<file path="config.mk">
export PLATFORM = sky130hd
export DESIGN_NAME = i2c_req_arbiter
export DESIGN_NICKNAME = d
export VERILOG_FILES = /design/src/rtl/i2c_req_arbiter.sv
export SDC_FILE = /design/constraint.sdc
export NUM_CORES = 1
export LEC_CHECK = 0
export BUFFER_PORTS_ARGS = -buffer_cell sky130_fd_sc_hd__buf_2
export CAP_MARGIN = 20
export CORE_MARGIN = 10
export CORE_UTILIZATION = 40
export DETAILED_ROUTE_END_ITERATION = 12
export PLACE_DENSITY = 0.72
export SLEW_MARGIN = 0
export SYNTH_ARGS = -nofsm -noshare
export SYNTH_HDL_FRONTEND = slang
export SYNTH_SLANG_ARGS = --single-unit
</file>
<file path="constraint.sdc">
create_clock -name clk -period 1.8 [get_ports clk]
set_input_delay 0.27 -clock clk [delete_from_list [all_inputs] [get_ports clk]]
set_output_delay 0.27 -clock clk [all_outputs]
set_load 0.02 [all_outputs]
</file>
<file path="src/rtl/i2c_req_arbiter.sv">
// i2c_req_arbiter: shares one i2cmaster between NREQ requesters.
// Requesters are granted round-robin, one single-byte transaction is run on
// the master per grant (retried on ACK error) and the outcome is returned on
// a shared response port.
//
// state    | meaning
// IDLE     | waiting for a request; grants and latches the round-robin winner
// LAUNCH   | first cycle of an attempt, new_dat raised toward the master
// WAIT_HI  | new_dat held until the master reports busy
// WAIT_LO  | transfer in flight, waiting for busy to drop
// CHECK    | evaluates the captured ack error: retry, NACK or ok
// RESP     | one-cycle response pulse, round-robin pointer advanced
module i2c_req_arbiter #(
  parameter int NREQ      = 4,
  parameter int MAX_RETRY = 2,
  parameter int TIMEOUT   = 65535
) (
  input  logic              clk,
  input  logic              rst,
  input  logic [NREQ-1:0]   req,
  input  logic [7*NREQ-1:0] req_addr,
  input  logic [NREQ-1:0]   req_rw,
  input  logic [8*NREQ-1:0] req_wdata,
  output logic [NREQ-1:0]   gnt,
  output logic              rsp_valid,
  output logic [2:0]        rsp_id,
  output logic [1:0]        rsp_status,
  output logic [7:0]        rsp_rdata,
  output logic              m_new_dat,
  output logic [6:0]        m_addr,
  output logic              m_r_w,
  output logic [7:0]        m_dat_in,
  input  logic [7:0]        m_dat_out,
  input  logic              m_busy,
  input  logic              m_ack_err,
  output logic              arb_busy
);

  typedef enum logic [2:0] {
    ST_IDLE, ST_LAUNCH, ST_WAIT_HI, ST_WAIT_LO, ST_CHECK, ST_RESP
  } state_t;

  // Wait timers count down from TIMEOUT-1; reaching 0 in a wait state is the
  // TIMEOUT-th cycle spent there.
  localparam logic [15:0] TMR_LOAD  = 16'(TIMEOUT - 1);
  localparam logic [3:0]  RETRY_MAX = 4'(MAX_RETRY);
  localparam logic [2:0]  LAST_RST  = 3'(NREQ - 1);
  localparam logic [1:0]  RSP_OK    = 2'b00;
  localparam logic [1:0]  RSP_NACK  = 2'b01;
  localparam logic [1:0]  RSP_TMO   = 2'b10;

  state_t      state_q, state_d;
  logic        armed_q, armed_d;
  logic [2:0]  last_id_q, last_id_d;
  logic [2:0]  id_q, id_d;
  logic [6:0]  addr_q, addr_d;
  logic        rw_q, rw_d;
  logic [7:0]  wdata_q, wdata_d;
  logic [15:0] tmr_q, tmr_d;
  logic [3:0]  retry_q, retry_d;
  logic        ack_err_q, ack_err_d;
  logic [7:0]  rx_q, rx_d;
  logic [2:0]  rsp_id_q, rsp_id_d;
  logic [1:0]  rsp_status_q, rsp_status_d;
  logic [7:0]  rsp_rdata_q, rsp_rdata_d;

  logic        hi_vld, lo_vld, sel_vld;
  logic [2:0]  hi_id, lo_id, sel_id;
  logic [6:0]  sel_addr;
  logic        sel_rw;
  logic [7:0]  sel_wdata;
  logic        grant_fire;
  logic        tmr_done;
  logic        retry_left;

  // armed_q holds grants off until the first clock after reset release, so
  // gnt cannot follow req combinationally while rst is low.
  assign grant_fire = armed_q && sel_vld;
  assign tmr_done   = (tmr_q == 16'd0);
  assign retry_left = (retry_q < RETRY_MAX);

  // Round-robin pick: first request above last_id, else first at or below it.
  always_comb begin
    hi_vld = 1'b0;
    hi_id  = 3'd0;
    lo_vld = 1'b0;
    lo_id  = 3'd0;
    for (int i = 0; i < NREQ; i++) begin
      if (req[i] && (3'(i) > last_id_q) && !hi_vld) begin
        hi_vld = 1'b1;
        hi_id  = 3'(i);
      end
      if (req[i] && (3'(i) <= last_id_q) && !lo_vld) begin
        lo_vld = 1'b1;
        lo_id  = 3'(i);
      end
    end
    sel_vld = hi_vld | lo_vld;
    sel_id  = hi_vld ? hi_id : lo_id;
  end

  // Request field mux for the selected requester.
  always_comb begin
    sel_addr  = 7'd0;
    sel_rw    = 1'b0;
    sel_wdata = 8'd0;
    for (int i = 0; i < NREQ; i++) begin
      if (sel_id == 3'(i)) begin
        sel_addr  = req_addr[7*i +: 7];
        sel_rw    = req_rw[i];
        sel_wdata = req_wdata[8*i +: 8];
      end
    end
  end

  // State register.
  always_ff @(posedge clk or negedge rst) begin
    if (!rst) state_q <= ST_IDLE;
    else      state_q <= state_d;
  end

  // Next-state logic.
  always_comb begin
    state_d = state_q;
    case (state_q)
      ST_IDLE:    if (grant_fire) state_d = ST_LAUNCH;
      ST_LAUNCH:  state_d = ST_WAIT_HI;
      ST_WAIT_HI: begin
        if (m_busy)        state_d = ST_WAIT_LO;
        else if (tmr_done) state_d = ST_RESP;
      end
      ST_WAIT_LO: begin
        if (!m_busy)       state_d = ST_CHECK;
        else if (tmr_done) state_d = ST_RESP;
      end
      ST_CHECK:   state_d = (ack_err_q && retry_left) ? ST_LAUNCH : ST_RESP;
      ST_RESP:    state_d = ST_IDLE;
      default:    state_d = ST_IDLE;
    endcase
  end

  // Datapath next values: latched request, timer, retries, capture, response.
  always_comb begin
    armed_d      = 1'b1;
    last_id_d    = last_id_q;
    id_d         = id_q;
    addr_d       = addr_q;
    rw_d         = rw_q;
    wdata_d      = wdata_q;
    tmr_d        = tmr_q;
    retry_d      = retry_q;
    ack_err_d    = ack_err_q;
    rx_d         = rx_q;
    rsp_id_d     = rsp_id_q;
    rsp_status_d = rsp_status_q;
    rsp_rdata_d  = rsp_rdata_q;
    case (state_q)
      ST_IDLE: begin
        if (grant_fire) begin
          id_d    = sel_id;
          addr_d  = sel_addr;
          rw_d    = sel_rw;
          wdata_d = sel_wdata;
          retry_d = 4'd0;
        end
      end
      ST_LAUNCH: tmr_d = TMR_LOAD;
      ST_WAIT_HI: begin
        if (m_busy) begin
          tmr_d = TMR_LOAD;
        end else if (tmr_done) begin
          rsp_id_d     = id_q;
          rsp_status_d = RSP_TMO;
          rsp_rdata_d  = 8'd0;
        end else begin
          tmr_d = tmr_q - 16'd1;
        end
      end
      ST_WAIT_LO: begin
        if (!m_busy) begin
          ack_err_d = m_ack_err;
          rx_d      = m_dat_out;
        end else if (tmr_done) begin
          rsp_id_d     = id_q;
          rsp_status_d = RSP_TMO;
          rsp_rdata_d  = 8'd0;
        end else begin
          tmr_d = tmr_q - 16'd1;
        end
      end
      ST_CHECK: begin
        if (ack_err_q && retry_left) begin
          retry_d = retry_q + 4'd1;
        end else if (ack_err_q) begin
          rsp_id_d     = id_q;
          rsp_status_d = RSP_NACK;
          rsp_rdata_d  = 8'd0;
        end else begin
          rsp_id_d     = id_q;
          rsp_status_d = RSP_OK;
          rsp_rdata_d  = rw_q ? rx_q : 8'd0;
        end
      end
      ST_RESP: last_id_d = id_q;
      default: ;
    endcase
  end

  // Datapath registers.
  always_ff @(posedge clk or negedge rst) begin
    if (!rst) begin
      armed_q      <= 1'b0;
      last_id_q    <= LAST_RST;
      id_q         <= 3'd0;
      addr_q       <= 7'd0;
      rw_q         <= 1'b0;
      wdata_q      <= 8'd0;
      tmr_q        <= 16'd0;
      retry_q      <= 4'd0;
      ack_err_q    <= 1'b0;
      rx_q         <= 8'd0;
      rsp_id_q     <= 3'd0;
      rsp_status_q <= 2'b00;
      rsp_rdata_q  <= 8'd0;
    end else begin
      armed_q      <= armed_d;
      last_id_q    <= last_id_d;
      id_q         <= id_d;
      addr_q       <= addr_d;
      rw_q         <= rw_d;
      wdata_q      <= wdata_d;
      tmr_q        <= tmr_d;
      retry_q      <= retry_d;
      ack_err_q    <= ack_err_d;
      rx_q         <= rx_d;
      rsp_id_q     <= rsp_id_d;
      rsp_status_q <= rsp_status_d;
      rsp_rdata_q  <= rsp_rdata_d;
    end
  end

  // Outputs decoded from state and held registers.
  always_comb begin
    gnt = '0;
    if (state_q == ST_IDLE && grant_fire) begin
      for (int i = 0; i < NREQ; i++) begin
        if (sel_id == 3'(i)) gnt[i] = 1'b1;
      end
    end
    m_new_dat  = (state_q == ST_LAUNCH) || (state_q == ST_WAIT_HI);
    arb_busy   = (state_q != ST_IDLE);
    rsp_valid  = (state_q == ST_RESP);
    rsp_id     = rsp_id_q;
    rsp_status = rsp_status_q;
    rsp_rdata  = rsp_rdata_q;
    m_addr     = addr_q;
    m_r_w      = rw_q;
    m_dat_in   = wdata_q;
  end

endmodule

</file>
==> results of run 1 <==
-- power by group through the flow --
stage	clock network (mW)	registers, mW	logic [mW]
floorplan	0	2.68	2.00
global placement	0	2.38	3.60
detailed placement	0	2.41	3.68
CTS	1.54	2.34	4.12
global route	1.62	2.42	4.91
finish	1.52	2.35	4.55
-- metrics by stage --
stage	TNS, ns	setup slack [ns]
global route	-4.12	-0.278
CTS	-0.981	-0.190
global placement	-0.444	-0.0668
floorplan	-0.241	-0.0877
finish	-1.15	-0.205
detailed placement	-1.11	-0.157
-- worst max path at each step --
stage	start	end	slack, ns	cells after the start
detailed placement	tmr_q[0]	tmr_q[5]	-0.16	7
finish	last_id_q[1]	gnt[0]	-0.20	4
CTS	last_id_q[1]	gnt[1]	-0.19	5
floorplan	tmr_q[0]	tmr_q[15]	-0.09	4
global route	last_id_q[1]	gnt[0]	-0.28	4
global placement	tmr_q[0]	tmr_q[15]	-0.07	4
-- cells in the mapped netlist (all sizes together) (2+ instances only) --
master	number
nand3b	9
or3	4
conb	2
o2111ai	12
nor3	5
and3	3
a311oi	2
a21oi	34
dfrtp	63
a21o	2
ha	2
and2	4
o21ai	11
mux2	19
o21a	2
nor4	4
or4	2
clkbuf	14
o31ai	7
xnor2	9
nand2	27
or2	4
o21bai	11
a211oi	3
nor3b	4
or4b	2
nand3	19
nor2b	6
inv	18
a22o	9
dfstp	2
buf	15
nor2	35
nand2b	15
a31oi	17
-- metal layers --
metal  vias to the layer above  GRT usage
li1                       1859          -
met1                      1871      0.204
met2                       123      0.295
met3                        12     0.0417
met4                         0     0.0332
met5                         -          0
-- logic make-up after synthesis --
logic type                 count (synthesis)  share of synthesized area
AOI/OAI and AO/OA                        122                      0.223
xor gates and xnor gates                  10                     0.0228
adders and majority gates                  2                    0.00652
buffers and inverters                     47                     0.0538
DFF                                       65                      0.425
muxes                                     20                     0.0584
other                                      2                    0.00196
and+or+nand+nor                          145                      0.208
-- cell type report --
type,count,area (um2)
Timing Repair Buffer,197,1330
Clock inverter,7,119
Inverter,18,70.1
Tap cell,129,161
Sequential cell,65,1630
Multi-Input combinational cell,302,2370
Fill cell,760,3480
Clock buffer,9,124
-- state kept, by name, indices dropped and copies added (netlist names), 2 cells and up --
name        flops
retry_q         4
m_addr          7
rx_q            8
last_id_q       2
rsp_rdata       8
id_q            2
m_dat_in        8
tmr_q          16
rsp_status      2
state_q         3
rsp_id          2
-- timing repair --
action,4_1_cts,5_1_grt
hold buffers,1,0
pin swaps,12,39
resized for setup,46,49
hold endpoints to repair,16,0
buffers inserted,17,6
endpoints found under the setup margin,31,49
gates cloned,1,1
==> results.json, run 1 <==
{
  "status": "finished, violations left",
  "failed_checks": "negative setup slack",
  "ios": 116,
  "dr.pass1.iters": 5,
  "die_height_um": 118,
  "gp_congestion": 0.864,
  "numCtsBuffers": 9,
  "clkLatencyLatePin_ns": 0.35,
  "stdcell_area_um2": 5810,
  "hold_violations": 0,
  "cts_sinks": 65,
  "drv_cap": 0,
  "ys_seq_elements": 65,
  "crit_chain": "mux2i_1, o221a_2, and3_4, buf_6",
  "rr_startpoint": "tmr_q[0]",
  "holdWs_ns": 0.152,
  "ys_async_sr_fraction": 1.00,
  "p_sw_mw": 3.38,
  "vias": 3865,
  "coreArea_um2": 9280,
  "r2r_cells": 4,
  "path_clk_slew_ns": 0.07,
  "cts.path.max_buffers": 2,
  "setup_viol": 12,
  "wl_met2_um": 6430,
  "port_buffers": 114,
  "yosys_warnings": 0,
  "switching_share": 0.402,
  "cp_max_fo": 6,
  "peakVddDrop_mv": 0.986,
  "synthTopCellsByArea": "dfrtp_1 41%, mux2_2 5.6%, a21oi_1 4.4%, nor2_1 3.3%, a31oi_1 2.8%",
  "syn_area_um2": 3830,
  "mostFrequentLayoutCell": "buf_2",
  "hold_class": "input pin to flop",
  "post_dp_cell_area_um2": 4940,
  "final_max_slew_viol_count": 0,
  "nets": 675,
  "tritoncts": "built",
  "place_inst": 685,
  "grt_pass1_wl_um": 20000,
  "synth_top_area_frac": 0.411,
  "synth-edff-count": 0,
  "fmax_mhz": 499,
  "netlist_instances": 413,
  "powerDensity_nw_per_um2": 1450,
  "routed.top_layer": "met4",
  "grt_max_degree": 26,
  "avgRoutedWirePerCell_um": 17.2,
  "area_growth_pct": 51.4,
  "drt-met1-wl_um": 5190,
  "ys_seq_area_frac": 0.425,
  "fin_ws_ns": -0.205,
  "min_period_ns": 2.00,
  "instances_no_fill": 727,
  "rrSetupSlack_ns": -0.16,
  "crit_family": "flip-flops",
  "grt_use_total": 0.169,
  "reg2reg_to": "tmr_q[15]",
  "dieWidth_um": 118,
  "n_antenna_cell": 0,
  "path_buf_inv": 1,
  "seqPwrFrac": 0.279,
  "initial_core_util": 0.413,
  "p_leak_nw": 2.61,
  "drive_gt1_frac": 0.507,
  "rows": 35,
  "synth.distinct_cells": 64,
  "total_power_mw": 8.42,
  "cp_data_required_time_ns": 1.53,
  "design.die.area_um2": 13900,
  "crit_type": "flop to primary output",
  "totalWireLength_um": 12500,
  "viasPerCell": 5.32,
  "drcViolationCount": 0,
  "syn_nets": 495,
  "p_comb_frac": 0.541,
  "finalCritPeriodShare": 1.11,
  "postRouteAntennaNets": 0,
  "grt_pass1_vias": 4122,
  "cp_slowest_cell": "dfstp_2",
  "hold_end": "rx_q[1]",
  "hpwl_um": 8920,
  "avgSynthCellArea_um2": 9.29,
  "post-route-util": 0.625,
  "grt-ovfl-total": 0,
  "start_kind": "flop",
  "cpPeakStageDelay_ns": 0.60,
  "min_path_cells": 2,
  "min_from": "m_dat_out[1]",
  "antenna_found_initial": 0,
  "htree_levels": 3,
  "cts-root-buf": "clkbuf_8",
  "yosysTopAreaCell": "dfrtp_1",
  "p_clk_frac": 0.181,
  "fin_skew_ns": 0.0110,
  "rsz0062_at_grt": "yes",
  "mostFrequentLayoutCells": "108 x buf_2, 67 x buf_4, 62 x dfrtp_1",
  "cp-end-kind": "primary output",
  "dr_wl_met3_um": 805,
  "synth-main-ff-cell": "dfrtp_1",
  "arrival_ns": 1.73,
  "drt_iter0_drc": 389,
  "intPower_mw": 5.04
}
Power figures use the tool's default switching activity.
==> inputs of run 2 (changes only) <==
- ABC_AREA: not set -> 1
- REMOVE_ABC_BUFFERS: not set -> 1
==> run 2 against run 1 <==
Net effect: the run still ends with negative setup slack left; largest cell class unchanged; critical path type unchanged; sequential power up 4%; via count grew 8.7%; routed wire length decreased by 5.2%; first-iteration DRC count down 50%; critical path depth increased by 5.
==> results.json, run 2 <==
{
  "status": "finished, violations left",
  "failed_checks": "negative setup slack",
  "drive_gt1_frac": 0.334,
  "drcViolationCount": 0,
  "start_kind": "flop",
  "crit_top_cell": "nand2_2",
  "cts.path.max_buffers": 2,
  "post_dp_cell_area_um2": 4880,
  "largest_reg_flops": 16,
  "cts-root-buf": "clkbuf_8",
  "syn_area_um2": 3990,
  "dr.pass1.iters": 4,
  "grt_use_total": 0.159,
  "hpwl_um": 9100,
  "ys_seq_area_frac": 0.409,
  "rsz0062_at_grt": "yes",
  "initial_core_util": 0.410,
  "hold_class": "input pin to flop",
  "yosys.cell_count.top_type": "nand2_1",
  "ios": 116,
  "top_register": "tmr_q",
  "cp_data_required_time_ns": 1.53,
  "peakVddDrop_mv": 0.808,
  "ys_async_sr_fraction": 1.00,
  "place_inst": 831,
  "gp_congestion": 0.882,
  "nets": 805,
  "r2r_cells": 12,
  "setup_viol": 23,
  "synthTopCellsByArea": "dfrtp_1 40%, nand2_1 19%, nor2_1 5.6%, nand3_1 5.4%, inv_1 4.9%",
  "postRouteAntennaNets": 0,
  "tritoncts": "built",
  "fin_skew_ns": 0.00893,
  "min_path_cells": 3,
  "synth-edff-count": 0,
  "p_leak_nw": 2.88,
  "cpPeakStageDelay_ns": 0.63,
  "fillers": 935,
  "viasPerCell": 4.88,
  "netlist_top_cells_count": "197 x nand2_1, 63 x dfrtp_1, 59 x nor2_1",
  "dieWidth_um": 120,
  "synth.distinct_cells": 39,
  "drt_iter0_drc": 196,
  "rows": 36,
  "grt_pass1_vias": 4241,
  "arrival_ns": 1.88,
  "crit_type": "flop to primary output",
  "numCtsBuffers": 9,
  "htree_levels": 3,
  "synth-main-ff-cell": "dfrtp_1",
  "die_height_um": 120,
  "stdcell_area_um2": 5440,
  "vias": 4202,
  "grt-ovfl-total": 0,
  "totalWireLength_um": 11900,
  "avgSynthCellArea_um2": 7.02,
  "hold_violations": 0,
  "cp-end-kind": "primary output",
  "clkLatencyLatePin_ns": 0.33,
  "path_clk_slew_ns": 0.07,
  "fin_ws_ns": -0.347,
  "cp_slowest_cell": "dfstp_2",
  "antenna_found_initial": 0,
  "grt_pass1_wl_um": 19200,
  "mostFrequentLayoutCells": "190 x nand2_1, 109 x buf_2, 63 x dfrtp_1",
  "design.die.area_um2": 14400,
  "coreArea_um2": 9730,
  "finalCritPeriodShare": 1.19,
  "powerDensity_nw_per_um2": 1480,
  "yosys_warnings": 0,
  "yosysTopAreaCell": "dfrtp_1",
  "ys_seq_elements": 65,
  "synth_top_area_frac": 0.395,
  "fmax_mhz": 466,
  "crit_chain": "inv_2, nand2_2, nand3b_1, nor2_2, nand2_2, nand3_4, buf_6, nor3_2, buf_4",
  "grt_max_degree": 66,
  "port_buffers": 114,
  "final_max_slew_viol_count": 0,
  "drv_cap": 0,
  "n_antenna_cell": 0,
  "instances_no_fill": 861,
  "post-route-util": 0.560,
  "netlist_instances": 568,
  "min_period_ns": 2.15,
  "area_growth_pct": 36.6,
  "cts_sinks": 65,
  "cp_max_fo": 7,
  "mostFrequentLayoutCell": "nand2_1",
  "avgRoutedWirePerCell_um": 13.8
}
-- run 2: worst paths after layout --
path,to,startpoint,slack (ns)
hold / removal,rx_q[7],m_dat_out[7],0.13
max in group asynchronous,last_id_q[0],rst,1.02
setup / recovery,gnt[1],last_id_q[1],-0.35
min in group asynchronous,state_q[1],rst,0.48
hold reg to reg,rsp_rdata[6],rsp_rdata[6],0.47
setup reg to reg,m_dat_in[3],last_id_q[1],-0.15
-- run 2: per-layer routing --
metal | track usage | vias up | wire (um)
li1 | - | 2096 | -
met3 | 0.0614 | 8 | 957
met1 | 0.182 | 1947 | 5020
met5 | 0 | - | 0
met4 | 0.0400 | 0 | 102
met2 | 0.272 | 151 | 5800
-- run 2: timing repair --
action / 4_1_cts / 5_1_grt
resized for setup: 19 / 56
gates cloned: 0 / 1
setup buffers: 6 / 7
setup endpoints to repair: 14 / 55
hold buffers: 1 / 0
pin swaps: 4 / 16
endpoints found under the hold margin: 63 / 0
-- run 2: critical path, delay by kind of cell, from the launching register on --
kind	cells	cell delay [ns]
simple gates	6	0.54
buf+inv	3	0.35
flops	1	0.63
-- run 2: cell type report --
cell class | count | area (um2) | area share
well taps | 133 | 166 | 0.0306
flip-flops and latches | 65 | 1630 | 0.299
clock inverters | 5 | 56.3 | 0.0103
inverters | 66 | 256 | 0.0471
repair buffers | 160 | 1010 | 0.185
multi-input cells | 421 | 2190 | 0.403
clock buffers | 11 | 131 | 0.0241
-- run 2: power breakdown --
part | internal [mW] | total [mW] | switching (mW)
logic | 1.71 | 4.42 | 2.70
registers | 2.03 | 2.45 | 0.421
clock network | 0.638 | 1.20 | 0.562
-- run 2: per-stage QoR --
stage / setup TNS [ns] / hold WS (ns) / power [mW] / worst slack [ns]
2_1_floorplan: -1.93 / -0.0256 / 4.80 / -0.439
3_3_place_gp: 0 / 0.316 / 6.19 / 0.0258
3_5_place_dp: -0.111 / 0.311 / 6.29 / -0.0338
4_1_cts: -2.14 / 0.114 / 7.67 / -0.350
5_1_grt: -5.67 / 0.118 / 8.70 / -0.446
6_report: -3.22 / 0.129 / 8.07 / -0.347
-- run 2: cells by family after synthesis --
group	count (synthesis)	synth area share
DFF	65	0.409
other	2	0.00188
adders and majority gates	2	0.00628
AOI/OAI and AO/OA	62	0.0913
buffers and inverters	83	0.0901
xor gates and xnor gates	3	0.00659
and+or+nand+nor	350	0.392
muxes	1	0.00282
